===== config.mk =====
export PLATFORM = sky130hd
export DESIGN_NAME = text_char_buffer_flat
export DESIGN_NICKNAME = d
export VERILOG_FILES = /design/src/rtl/text_char_buffer_pkg.sv /design/src/rtl/text_char_buffer_if.sv /design/src/rtl/text_char_buffer_char_ram.sv /design/src/rtl/text_char_buffer.sv /design/src/flat_wrapper.sv
export SDC_FILE = /design/constraint.sdc
export NUM_CORES = 2
export LEC_CHECK = 0
export CORE_MARGIN = 2
export CORE_UTILIZATION = 40
export CTS_CLUSTER_SIZE = 24
export DETAILED_ROUTE_END_ITERATION = 16
export GPL_ROUTABILITY_DRIVEN = 0
export PLACE_DENSITY = 0.56
export SYNTH_ARGS = -nofsm -noshare
export SYNTH_HDL_FRONTEND = slang
export SYNTH_SLANG_ARGS = --single-unit

===== constraint.sdc =====
create_clock -name clk -period 6.2 [get_ports clk]
set_clock_uncertainty 0.15 [all_clocks]
set_input_delay 1.86 -clock clk [delete_from_list [all_inputs] [get_ports clk]]
set_output_delay 1.86 -clock clk [all_outputs]
set_load 0.005 [all_outputs]

===== src/rtl/text_char_buffer_pkg.sv =====
// text_pkg: shared constants, FSM state type and cell-address packing for the text overlay buffer.
package text_pkg;
  localparam int TXT_COLS = 32;
  localparam int TXT_ROWS = 8;
  localparam logic [6:0] CHAR_SPACE = 7'h20;
  localparam logic [6:0] CHAR_NL = 7'h0A;
  typedef enum logic {CLEAR, IDLE} txt_state_t;
  function automatic logic [7:0] cell_addr(input logic [2:0] row, input logic [4:0] col);
    return {row, col};
  endfunction
endpackage


===== src/rtl/text_char_buffer_if.sv =====
// text_char_buffer_if: write/control port from the game FSM and read port from the text drawing stage.
interface text_char_buffer_if;
  logic clear;
  logic cur_set;
  logic [2:0] cur_row_in;
  logic [4:0] cur_col_in;
  logic wr_valid;
  logic [6:0] wr_char;
  logic wr_ready;
  logic busy;
  logic [11:0] rd_xy;
  logic [3:0] rd_line;
  logic [6:0] char_code;
  logic [3:0] char_line_out;
  modport master(
    output clear, cur_set, cur_row_in, cur_col_in, wr_valid, wr_char, rd_xy, rd_line,
    input wr_ready, busy, char_code, char_line_out
  );
  modport slave(
    input clear, cur_set, cur_row_in, cur_col_in, wr_valid, wr_char, rd_xy, rd_line,
    output wr_ready, busy, char_code, char_line_out
  );
endinterface


===== src/rtl/text_char_buffer_char_ram.sv =====
// char_ram: 256x7 simple dual-port RAM, synchronous write, read-first synchronous read, no reset.
module char_ram (
  input  logic       clk,
  input  logic       we,
  input  logic [7:0] wa,
  input  logic [6:0] wd,
  input  logic [7:0] ra,
  output logic [6:0] rd
);
  logic [6:0] mem [256];
  always_ff @(posedge clk) begin
    if (we) mem[wa] <= wd;
    rd <= mem[ra];
  end
endmodule


===== src/rtl/text_char_buffer.sv =====
// text_char_buffer: character-cell store with auto-advancing write cursor and 1-cycle read to the font ROM.
module text_char_buffer
  import text_pkg::*;
(
  input logic clk,
  input logic rst_n,
  text_char_buffer_if.slave bus
);
  txt_state_t state;
  logic [7:0] clr_idx;
  logic [2:0] row;
  logic [4:0] col;
  logic win_q;
  logic [6:0] ram_q;
  logic acc, nl, we;
  logic [7:0] wa;
  logic [6:0] wd;
  assign bus.wr_ready = state == IDLE && !bus.clear && !bus.cur_set;
  assign bus.busy = state == CLEAR;
  always_comb begin
    acc = bus.wr_valid && bus.wr_ready;
    nl = bus.wr_char == CHAR_NL;
    we = bus.busy || (acc && !nl);
    wa = bus.busy ? clr_idx : cell_addr(row, col);
    wd = bus.busy ? CHAR_SPACE : bus.wr_char;
  end
  char_ram u_ram (
    .clk(clk),
    .we(we),
    .wa(wa),
    .wd(wd),
    .ra(cell_addr(bus.rd_xy[10:8], bus.rd_xy[4:0])),
    .rd(ram_q)
  );
  // Out-of-window reads and the post-reset output both show a blank cell.
  assign bus.char_code = win_q ? ram_q : CHAR_SPACE;
  always_ff @(posedge clk or negedge rst_n) begin
    if (!rst_n) begin
      win_q <= 1'b0;
      bus.char_line_out <= '0;
    end else begin
      win_q <= !bus.rd_xy[11] && bus.rd_xy[7:5] == 3'd0;
      bus.char_line_out <= bus.rd_line;
    end
  end
  always_ff @(posedge clk or negedge rst_n) begin
    if (!rst_n) begin
      state <= CLEAR;
      clr_idx <= '0;
      row <= '0;
      col <= '0;
    end else if (state == CLEAR) begin
      clr_idx <= clr_idx + 8'd1;
      if (clr_idx == 8'hFF) begin
        state <= IDLE;
        row <= '0;
        col <= '0;
      end
    end else if (bus.clear) begin
      clr_idx <= '0;
      state <= CLEAR;
    end else if (bus.cur_set) begin
      row <= bus.cur_row_in;
      col <= bus.cur_col_in;
    end else if (acc) begin
      col <= nl ? 5'd0 : col + 5'd1;
      row <= (nl || col == 5'(TXT_COLS - 1)) ? row + 3'd1 : row;
    end
  end
endmodule

===== src/flat_wrapper.sv =====
// flat-port wrapper written by rule: the top's interface ports become plain ports
module text_char_buffer_flat import text_pkg::*;
  (clk, rst_n, bus_clear, bus_cur_set, bus_cur_row_in, bus_cur_col_in, bus_wr_valid, bus_wr_char, bus_rd_xy, bus_rd_line, bus_wr_ready, bus_busy, bus_char_code, bus_char_line_out);
  text_char_buffer_if bus_i ();
  input logic clk;
  input logic rst_n;
  input wire logic [$bits(bus_i.clear)-1:0] bus_clear;
  input wire logic [$bits(bus_i.cur_set)-1:0] bus_cur_set;
  input wire logic [$bits(bus_i.cur_row_in)-1:0] bus_cur_row_in;
  input wire logic [$bits(bus_i.cur_col_in)-1:0] bus_cur_col_in;
  input wire logic [$bits(bus_i.wr_valid)-1:0] bus_wr_valid;
  input wire logic [$bits(bus_i.wr_char)-1:0] bus_wr_char;
  input wire logic [$bits(bus_i.rd_xy)-1:0] bus_rd_xy;
  input wire logic [$bits(bus_i.rd_line)-1:0] bus_rd_line;
  output wire logic [$bits(bus_i.wr_ready)-1:0] bus_wr_ready;
  output wire logic [$bits(bus_i.busy)-1:0] bus_busy;
  output wire logic [$bits(bus_i.char_code)-1:0] bus_char_code;
  output wire logic [$bits(bus_i.char_line_out)-1:0] bus_char_line_out;
  assign bus_i.clear = bus_clear;
  assign bus_i.cur_set = bus_cur_set;
  assign bus_i.cur_row_in = bus_cur_row_in;
  assign bus_i.cur_col_in = bus_cur_col_in;
  assign bus_i.wr_valid = bus_wr_valid;
  assign bus_i.wr_char = bus_wr_char;
  assign bus_i.rd_xy = bus_rd_xy;
  assign bus_i.rd_line = bus_rd_line;
  assign bus_wr_ready = bus_i.wr_ready;
  assign bus_busy = bus_i.busy;
  assign bus_char_code = bus_i.char_code;
  assign bus_char_line_out = bus_i.char_line_out;
  text_char_buffer u_core (.clk(clk), .rst_n(rst_n), .bus(bus_i));
endmodule

==> summary.txt <==
Setup path
  • CP max-delay cell: clkdlybuf4s50_1
  • Critical-path maximum fanout: 9
  • Worst setup SP type: primary input
  • Most used cell along the critical path: clkdlybuf4s50_1
  • Number of buffers and inverters on the critical path: 2
  • Cell-by-cell trace of the critical path: clkdlybuf4s50_1, nand2b_1, nor2_1, clkdlybuf4s50_1
  • Cell type group with the largest total delay on the critical path: buffers and inverters
  • Arrival time at the worst endpoint: 3.32 ns
  • Crit end category: output pin
  • Crit Path Category: primary input to output pin
  • Required arrival time at the worst endpoint: 4.19 ns
  • Delay of the slowest critical-path stage: 0.58 ns

Synth
  • Syn Inst Count: 3517
  • Post-synth design cell area: 71500 µm²
  • Synth async-reset ratio: 1.21%
  • Area fraction of the dominant cell type after synthesis: 75.2%
  • Total nets after synthesis: 3557
  • Main synth FF type: edfxtp_1
  • Share of the yosys chip area belonging to registers: 76.2%
  • Number of enable-type register cells in the synthesized netlist: 1792
  • Synth top area cells: edfxtp_1 (75%), mux4_2 (12%), mux2i_1 (2.2%), nor2_1 (1.6%), a22oi_1 (0.79%)
  • Yosys synthesis warning count: 0
  • Count of cell types in the netlist: 66
  • Flip-flop and latch count after synthesis: 1821
  • Cell type with the largest total area after synthesis: edfxtp_1
  • Post-synth top cells: edfxtp_1 (1792), mux4_2 (371), nor2_1 (299)
  • Most used standard cell by instance count after synthesis: edfxtp_1
  • Synthesized area per cell: 20.3 µm²

Die
  • Die width: 427 µm
  • Rows: 155
  • Io pins: 49
  • Core Area: 178000 µm²
  • Die extent in y: 427 µm
  • Overall die area: 182000 µm²
  • Initial core utilization: 40.2%

Detailed routing
  • Detailed-routed wire length on met3: 11800 µm
  • Wire length on met2: 85800 µm
  • Average routed wire per standard cell: 28.8 µm
  • Via count: 35102
  • Highest routed metal layer: met5
  • Number of design-rule violations left by the first detailed-router iteration: 4041
  • Detailed-routing wirelength on met1: 76500 µm
  • Detailed-router iteration count before antenna repair: 6
  • Detailed-route DRC error count: 0
  • Detailed-route wire length: 178000 µm
  • Average via count per standard cell: 5.68
  • Remaining antenna violation count after routing: 0

Clock network
  • Skew-Pair Late Insertion Delay: 0.82 ns
  • Max clock buf depth: 3
  • Count of buffers added by post-CTS timing repair for setup: 0
  • Sinks on Clock Net: 1821
  • Buffer type at the clock tree root: clkbuf_16
  • CTS Buf Count: 186
  • Number of gates resized after CTS: 0
  • Hold-fix buffers, CTS: 0
  • Clock input transition at the sequential cells of the worst setup and hold paths: 0.06 ns
  • Clock tree from TritonCTS: done
  • Number of levels in the clock H-tree: 4

Placement
  • Final HPWL from detailed placement: 108000 µm
  • Number of buffers added on ports: 48
  • Area after detailed placement: 74900 µm²

STA
  • Fmax: 188 MHz
  • Final number of hold-violating endpoints: 0
  • Setup repair after global routing missed its margin: false
  • Final critical delay including setup and external delays: 5.33 ns
  • Final setup vio count: 0
  • Total Neg Setup Slack: 0 ns
  • Slew Viols, Final: 0
  • Least-Margin Pin Slew: 1.22 ns
  • Post-route fraction of the period consumed by the critical path: 85.9%
  • Max transition margin: 18.2%

Global routing
  • Largest net degree at the start of global routing: 128
  • Overall overflow remaining after global route: 0
  • All-Layer GR Usage: 19.6%
  • Via count of the first global-routing pass: 35383
  • Wire length of the first global-routing pass: 257000 µm
  • Initial antenna violation count: 7

Outcome
  • Result of the run: finished, final reports clean

Cells and area
  • Total area of sequential cells: 54500 µm²
  • Area overhead of the layout relative to synthesis: 13.2%
  • Fraction of final layout cells sized beyond drive strength 1: 20.8%
  • Area used by multi-input combinational logic: 15700 µm²
  • Total number of nets in the final design: 3706
  • Layout filler cell count: 14918
  • Final instance area: 81000 µm²

Pwr
  • Leak: 24.3 nW
  • Maximum vdd drop: 0.000244 V
  • Pwr Density: 341 nW/µm²

Run
  • Number of max-capacitance violations reported: 0

Worst hold path
  • Class of the tightest hold or removal check: flip-flop to flip-flop
through the flow:
step           utilization [%]  cells  power [mW]  setup slack, ns  hold slack [ns]
2_1_floorplan                -   3517        15.5           0.0961            0.362
3_5_place_dp              42.1   5833        16.7            0.581            0.418
4_1_cts                   45.5   6177        27.8            0.862            0.425
3_3_place_gp              42.1   5833        16.7            0.630            0.406
5_1_grt                   45.5   6177        28.4            0.820            0.441
6_report                  45.5   6178        27.6            0.873            0.430
cells by family (layout without fill, tap and decap cells):
kind of cell / count (synthesis) / in the layout / share of synthesized area, %
AND/OR/NAND/NOR: 575 / 575 / 3.61
multiplexers: 549 / 549 / 14.7
adder cells (fa/ha/maj): 4 / 4 / 0.0700
buffers and inverters: 220 / 525 / 2.08
other: 0 / 1 / 0
flip-flops: 1821 / 1821 / 76.2
XOR/XNOR: 3 / 3 / 0.0367
AO/OA/AOI/OAI: 345 / 345 / 3.36
per-layer routing:
layer	global-route usage [%]	up-vias
li1	-	14926
met1	27.8	18692
met2	31.2	1271
met3	3.61	211
met4	5.27	2
met5	0	-
power by group:
part / switching (mW) / total (mW) / internal (mW)
registers: 0.137 / 13.9 / 13.8
logic: 1.83 / 2.48 / 0.648
clock network: 4.74 / 11.2 / 6.42
path summary, 6_finish.rpt:
check	startpoint	end	slack [ns]	depth (start not counted)
min in group asynchronous	rst_n	u_core.state$_DFF_PN0_	1.44	1
worst max-delay path	bus_clear	bus_wr_ready	0.87	4
worst max register to register	u_core.state$_DFF_PN0_	u_core.u_ram.mem[234][3]$_DFFE_PP_	2.44	4
max in group asynchronous	rst_n	u_core.row[1]$_DFFE_PN0P_	3.86	1
worst min-delay path	u_core.clr_idx[7]$_DFFE_PN0P_	u_core.clr_idx[7]$_DFFE_PN0P_	0.43	1
worst min register to register	u_core.clr_idx[7]$_DFFE_PN0P_	u_core.clr_idx[7]$_DFFE_PN0P_	0.43	1
flip-flops by register name (all words and copies together), names as in the netlist:
register / flops
u_core.bus.char_line_out: 4
u_core.u_ram.rd: 7
u_core.win_q: 1
u_core.clr_idx: 8
u_core.u_ram.mem: 1792
u_core.col: 5
u_core.row: 3
u_core.state: 1
cell type report:
cell class | count | share of cell area (%)
tap | 2355 | 3.64
sequential | 1821 | 67.3
inverter | 11 | 0.0510
timing repair buffer | 170 | 2.10
multi-input combinational | 1476 | 19.4
clock buffer | 222 | 5.92
clock inverter | 122 | 1.61
antenna | 1 | 0.00309
layout by cell type (no fill, tap or decap), types with 21 or more instances in the layout:
master,instances
mux4_1,21
o22ai_1,70
buf_4,99
nand2_1,78
edfxtp_1,1792
nor2_1,298
nand3_1,33
clkinv_2,33
nor4_1,35
dfrtp_1,22
a21oi_1,57
a22oi_1,75
bufinv_16,21
clkdlybuf4s50_1,42
mux2i_1,155
nor3_1,39
clkinv_1,48
buf_12,25
clkbuf_16,186
clkbuf_1,36
mux4_2,371
(Power assumes the default switching activity.)
